--- src/rtl/uart_pkg.sv ---
// rtl/uart_pkg.sv - shared UART types and timing constants
package uart_pkg;

  typedef enum logic [2:0] {
    IDLE,
    START,
    DATA,
    PARITY,
    STOP
  } tx_state_t;

  localparam int UART_DATA_WIDTH     = 8;
  localparam int BAUD_COUNT_TOP      = 434;
  localparam int HALF_BAUD_COUNT_TOP = 217;

endpackage

--- src/rtl/uart_tx_fsm.sv ---
// rtl/uart_tx_fsm.sv - UART transmit framing FSM driven by the external baud counter
// Optional even-parity bit between data and stop: define UART_TX_PARITY_EN.
import uart_pkg::*;

module uart_tx_fsm #(
  parameter int DATA_WIDTH = UART_DATA_WIDTH,
  parameter int STOP_BITS  = 1
) (
  input  logic                  clk,
  input  logic                  rstn,
  input  logic [DATA_WIDTH-1:0] s_data,
  input  logic                  s_valid,
  output logic                  s_ready,
  input  logic                  full_bit_flag,
  output logic                  cnt_reset,
  output logic                  tx,
  output logic                  busy,
  output logic                  tx_done
);

  localparam int IDX_W = $clog2(DATA_WIDTH);

  tx_state_t             state;
  tx_state_t             state_next;
  logic [DATA_WIDTH-1:0] hold;
  logic [DATA_WIDTH-1:0] shift;
  logic                  hold_valid;
  logic [IDX_W-1:0]      bit_idx;
  logic                  stop_idx;
  logic                  last_bit;
  logic                  last_stop;
  logic                  accept;
  logic                  load;
`ifdef UART_TX_PARITY_EN
  logic                  parity;
`endif

  assign last_bit  = (bit_idx == IDX_W'(DATA_WIDTH - 1));
  assign last_stop = (STOP_BITS == 1) ? 1'b1 : stop_idx;
  assign accept    = s_valid && s_ready;
  // A held byte is taken either from IDLE or straight out of the final stop bit.
  assign load      = hold_valid &&
                     ((state == IDLE) || (state == STOP && full_bit_flag && last_stop));

  always_ff @(posedge clk or negedge rstn) begin
    if (!rstn) begin
      state <= IDLE;
    end else begin
      state <= state_next;
    end
  end

  always_comb begin
    state_next = state;
    case (state)
      IDLE: begin
        if (hold_valid) state_next = START;
      end
      START: begin
        if (full_bit_flag) state_next = DATA;
      end
      DATA: begin
        if (full_bit_flag && last_bit) begin
`ifdef UART_TX_PARITY_EN
          state_next = PARITY;
`else
          state_next = STOP;
`endif
        end
      end
`ifdef UART_TX_PARITY_EN
      PARITY: begin
        if (full_bit_flag) state_next = STOP;
      end
`endif
      STOP: begin
        if (full_bit_flag && last_stop) state_next = hold_valid ? START : IDLE;
      end
      default: state_next = IDLE;
    endcase
  end

  always_comb begin
    s_ready   = !hold_valid;
    cnt_reset = (state == IDLE);
    busy      = (state != IDLE);
  end

  always_ff @(posedge clk or negedge rstn) begin
    if (!rstn) begin
      hold       <= '0;
      hold_valid <= 1'b0;
      shift      <= '0;
      bit_idx    <= '0;
      stop_idx   <= 1'b0;
      tx         <= 1'b1;
      tx_done    <= 1'b0;
`ifdef UART_TX_PARITY_EN
      parity     <= 1'b0;
`endif
    end else begin
      tx_done <= 1'b0;

      if (accept) begin
        hold       <= s_data;
        hold_valid <= 1'b1;
      end else if (load) begin
        hold_valid <= 1'b0;
      end

      if (load) begin
        shift <= hold;
        tx    <= 1'b0;
`ifdef UART_TX_PARITY_EN
        parity <= ^hold;
`endif
      end

      // Data goes out of shift[0]/shift[1] while shifting right each bit.
      case (state)
        START: begin
          if (full_bit_flag) begin
            tx      <= shift[0];
            bit_idx <= '0;
          end
        end
        DATA: begin
          if (full_bit_flag) begin
            if (last_bit) begin
`ifdef UART_TX_PARITY_EN
              tx <= parity;
`else
              tx <= 1'b1;
`endif
              stop_idx <= 1'b0;
            end else begin
              bit_idx <= bit_idx + 1'b1;
              tx      <= shift[1];
              shift   <= shift >> 1;
            end
          end
        end
`ifdef UART_TX_PARITY_EN
        PARITY: begin
          if (full_bit_flag) begin
            tx       <= 1'b1;
            stop_idx <= 1'b0;
          end
        end
`endif
        STOP: begin
          if (full_bit_flag) begin
            if (!last_stop) begin
              stop_idx <= 1'b1;
            end else begin
              tx_done <= 1'b1;
              if (!hold_valid) tx <= 1'b1;
            end
          end
        end
        default: ;
      endcase
    end
  end

endmodule

--- config.mk ---
export PLATFORM = sky130hd
export DESIGN_NAME = uart_tx_fsm
export DESIGN_NICKNAME = d
export VERILOG_FILES = /design/src/rtl/uart_pkg.sv /design/src/rtl/uart_tx_fsm.sv
export SDC_FILE = /design/constraint.sdc
export NUM_CORES = 1
export LEC_CHECK = 0
export BUFFER_PORTS_ARGS = -buffer_cell sky130_fd_sc_hd__buf_2
export CORE_MARGIN = 3
export CORE_UTILIZATION = 55
export CTS_CLUSTER_DIAMETER = 200
export DETAILED_ROUTE_END_ITERATION = 8
export PLACE_DENSITY = 0.88
export SYNTH_ARGS = -nofsm -noshare
export SYNTH_HDL_FRONTEND = slang
export SYNTH_SLANG_ARGS = --single-unit
--- constraint.sdc ---
create_clock -name clk -period 1.6 [get_ports clk]
set_input_delay 0.32 -clock clk [delete_from_list [all_inputs] [get_ports clk]]
set_output_delay 0.32 -clock clk [all_outputs]
set_load 0.02 [all_outputs]
==> impl_metrics.env <==
export IMPL_cts_sinks=25
export IMPL_final_nets=160
export IMPL_coreArea_sq_um=2082
export IMPL_switchingPower_mw=1.209
export IMPL_synthTopCellsByArea="dfrtp_1 47%, a21oi_2 10%, mux2_2 6.1%"
export IMPL_cp_required_ns=1.88
export IMPL_syn_area_per_cell_sq_um=10.96
export IMPL_min_path_type="in2reg"
export IMPL_stdcell_count=172
export IMPL_die_x_microns=54.29
export IMPL_antenna_left=0
export IMPL_crit_type="reg2reg"
export IMPL_die_area_sq_um=2947
export IMPL_setup_viol=0
export IMPL_synth_area_sq_um=1282
export IMPL_ir_drop_uv=1467
export IMPL_final_setup_tns_ns=0
export IMPL_finClkSkew_ns=0.004989
export IMPL_overflow=0
export IMPL_worst_pin_slew_ns=0.5403
export IMPL_p_leak_nw=0.7100
export IMPL_drt_iter0_drc=27
export IMPL_grt_max_degree=26
export IMPL_drt_wl_total_mm=2.697
export IMPL_avgViaCountPerCell=5.628
export IMPL_end_kind="register"
export IMPL_pwr_share_clk=0.099
export IMPL_worstPathMaxFanout=3
export IMPL_cts_tree="done"
export IMPL_clk_pin_slew_worst_paths_ns=0.14
export IMPL_ys_seq_area_frac=0.4888
export IMPL_yosysUniqueCellTypes=32
export IMPL_max_cap_violations=0
export IMPL_synth_nets=131
export IMPL_power_density_nw_per_um2=1924
export IMPL_gp_congestion=0.7880
export IMPL_clockBufferDepth=2
export IMPL_syn_instance_count=117
export IMPL_start_util=0.6160
export IMPL_drive_above_1_share=0.5379
export IMPL_antenna_found_initial=0
export IMPL_internal_power_mw=1.776
export IMPL_ys_warn_count=0
export IMPL_synth_top_area_share=0.4683
export IMPL_clk_latency_ns=0.33
export IMPL_fill_cells=141
export IMPL_dp_hpwl_mm=1.802
export IMPL_period_share=0.9870
export IMPL_cts_buffers_inserted=3
export IMPL_syn_to_final_growth_pct=20.98
export IMPL_finalHoldViolCount=0
export IMPL_status="finished, final reports clean"
export IMPL_synth_largest_area_cell="dfrtp_1"
export IMPL_grt_pass1_wl_mm=3.898
export IMPL_drc_errors=0
export IMPL_first_global_vias=892
export IMPL_post_route_util=0.7452
export IMPL_port_buffers=16
export IMPL_cts_root_buffer="clkbuf_4"
export IMPL_final_max_slew_viol_count=0
export IMPL_period_needed_ns=1.579
export IMPL_ys_seq_elements=25
export IMPL_h_tree_depth=1
export IMPL_avgRoutedWirePerCell_microns=15.68
export IMPL_critical_path_arrival_ns=1.86
export IMPL_die_h_microns=54.29
export IMPL_max_freq_mhz=633.2
export IMPL_rsz0062_at_grt="yes"
export IMPL_p_seq_frac=0.391
export IMPL_grt_use_total=0.1915
export IMPL_p_comb_frac=0.510
export IMPL_holdWs_ns=0.2035
export IMPL_row_count=16
export IMPL_num_vias=968
export IMPL_drtPass1Iterations=4
export IMPL_cp_start_kind="register"
export IMPL_max_slew_margin_rel=0.6398
export IMPL_switching_share=0.4050
export IMPL_io_pins=17
export IMPL_num_antenna_cells=0
export IMPL_dpl_cell_count=159
## registers in the layout, indices dropped and copies added (netlist names)
signal      count
bit_idx         3
hold            8
hold_valid      1
shift           8
state           3
tx              1
tx_done         1
## cell usage in the layout (no fill, tap or decap)
cell type / count
ha_2: 1
dfrtp_2: 3
dfrtp_1: 21
and2_4: 1
nor2_2: 8
o21a_1: 1
o32ai_1: 1
ha_4: 1
nor3b_4: 1
mux2_2: 7
o21ai_0: 2
buf_12: 1
buf_2: 15
nand2_1: 12
and3_1: 2
a211oi_1: 2
a21oi_2: 15
mux2i_1: 1
mux2_1: 1
nand2_4: 1
nand2b_1: 2
a22o_1: 2
dfstp_2: 1
nor2b_1: 1
clkinv_2: 1
nor3_4: 1
nor2b_4: 2
nand3_1: 1
clkbuf_4: 3
o21ai_1: 3
nand2b_4: 1
inv_1: 2
buf_6: 2
nor2_1: 5
a31oi_1: 3
inv_2: 1
a21oi_1: 4
dlygate4sd3_1: 1
buf_4: 12
## power by group through the flow
stage	registers (mW)	clock network, mW	logic [mW]
2_1_floorplan	1.11	0	1.06
3_3_place_gp	1.17	0	1.18
3_5_place_dp	1.19	0	1.24
4_1_cts	1.14	0.295	1.37
5_1_grt	1.20	0.319	1.65
6_report	1.17	0.295	1.52
## area by class of cell
cell class / instances / area, sq um / share of cell area
clock inverters: 1 / 5.005 / 0.003226
clock buffers: 3 / 22.52 / 0.01452
flip-flops and latches: 25 / 630.6 / 0.4065
well taps: 27 / 33.78 / 0.02177
repair buffers: 31 / 217.7 / 0.1403
inverters: 3 / 11.26 / 0.007258
multi-input cells: 82 / 630.6 / 0.4065
## cells by family after synthesis
group	after synthesis	share of synthesized area
AND/OR/NAND/NOR	38	0.1610
AO/OA/AOI/OAI	33	0.1902
multiplexers	9	0.07805
flip-flops	25	0.4888
adder cells (fa/ha/maj)	2	0.01951
buffers and inverters	10	0.06243
## synth_stat cells
master     n
a211oi_1   2
a21oi_1    4
a21oi_2   15
a22o_1     2
a31oi_1    3
and2_1     1
and3_1     2
buf_2      1
buf_4      1
buf_6      5
dfrtp_1   24
dfstp_2    1
ha_1       2
inv_1      2
inv_2      1
mux2_1     1
mux2_2     7
mux2i_1    1
nand2_1   13
nand2b_1   2
nand2b_4   1
nand3_1    1
nor2_1    12
nor2_2     1
nor2b_1    1
nor2b_4    2
nor3_2     1
nor3b_2    1
o21a_1     1
o21ai_0    2
o21ai_1    3
o32ai_1    1
## worst max-delay path, cell delays in order, from the launching register on
cell and delay (ns):
dfrtp_1 0.41, ha_2 0.20, ha_4 0.17, buf_4 0.14, o32ai_1 0.31, a211oi_1 0.10, o21a_1 0.18
## final timing paths
path                       startpoint          to  slack [ns]  depth (start not counted)
setup reg to reg           bit_idx[1]          tx        0.02                          6
min in group asynchronous        rstn  bit_idx[1]        0.48                          2
setup / recovery           bit_idx[1]          tx        0.02                          6
hold / removal              s_data[6]     hold[6]        0.20                          2
hold reg to reg               hold[7]     hold[7]        0.52                          1
max in group asynchronous        rstn    state[2]        0.73                          2
## stage by stage
step	area [sq um]	worst slack (ns)	total power [mW]
2_1_floorplan	1282	0.09621	2.165
3_3_place_gp	1385	0.03549	2.352
5_1_grt	1551	-0.05244	3.177
4_1_cts	1475	0.003038	2.812
6_report	1551	0.02073	2.984
3_5_place_dp	1385	-0.04528	2.439
## routing by layer
metal | track usage | vias to the layer above | share of wire
met1 | 0.2230 | 476 | 0.41
li1 | - | 458 | -
met3 | 0.03270 | 7 | 0.045
met2 | 0.3426 | 27 | 0.52
met4 | 0.08299 | 0 | 0.022
met5 | 0 | - | 0
## repair_timing
action | in CTS | in global routing
pin swaps | 2 | 3
hold buffers | 1 | 0
buffers inserted | 5 | 3
endpoints found under the setup margin | 11 | 13
hold endpoints to repair | 24 | 0
gates cloned | 0 | 0
gates resized for setup | 7 | 15
No activity file was read; power rests on OpenSTA's default activity.
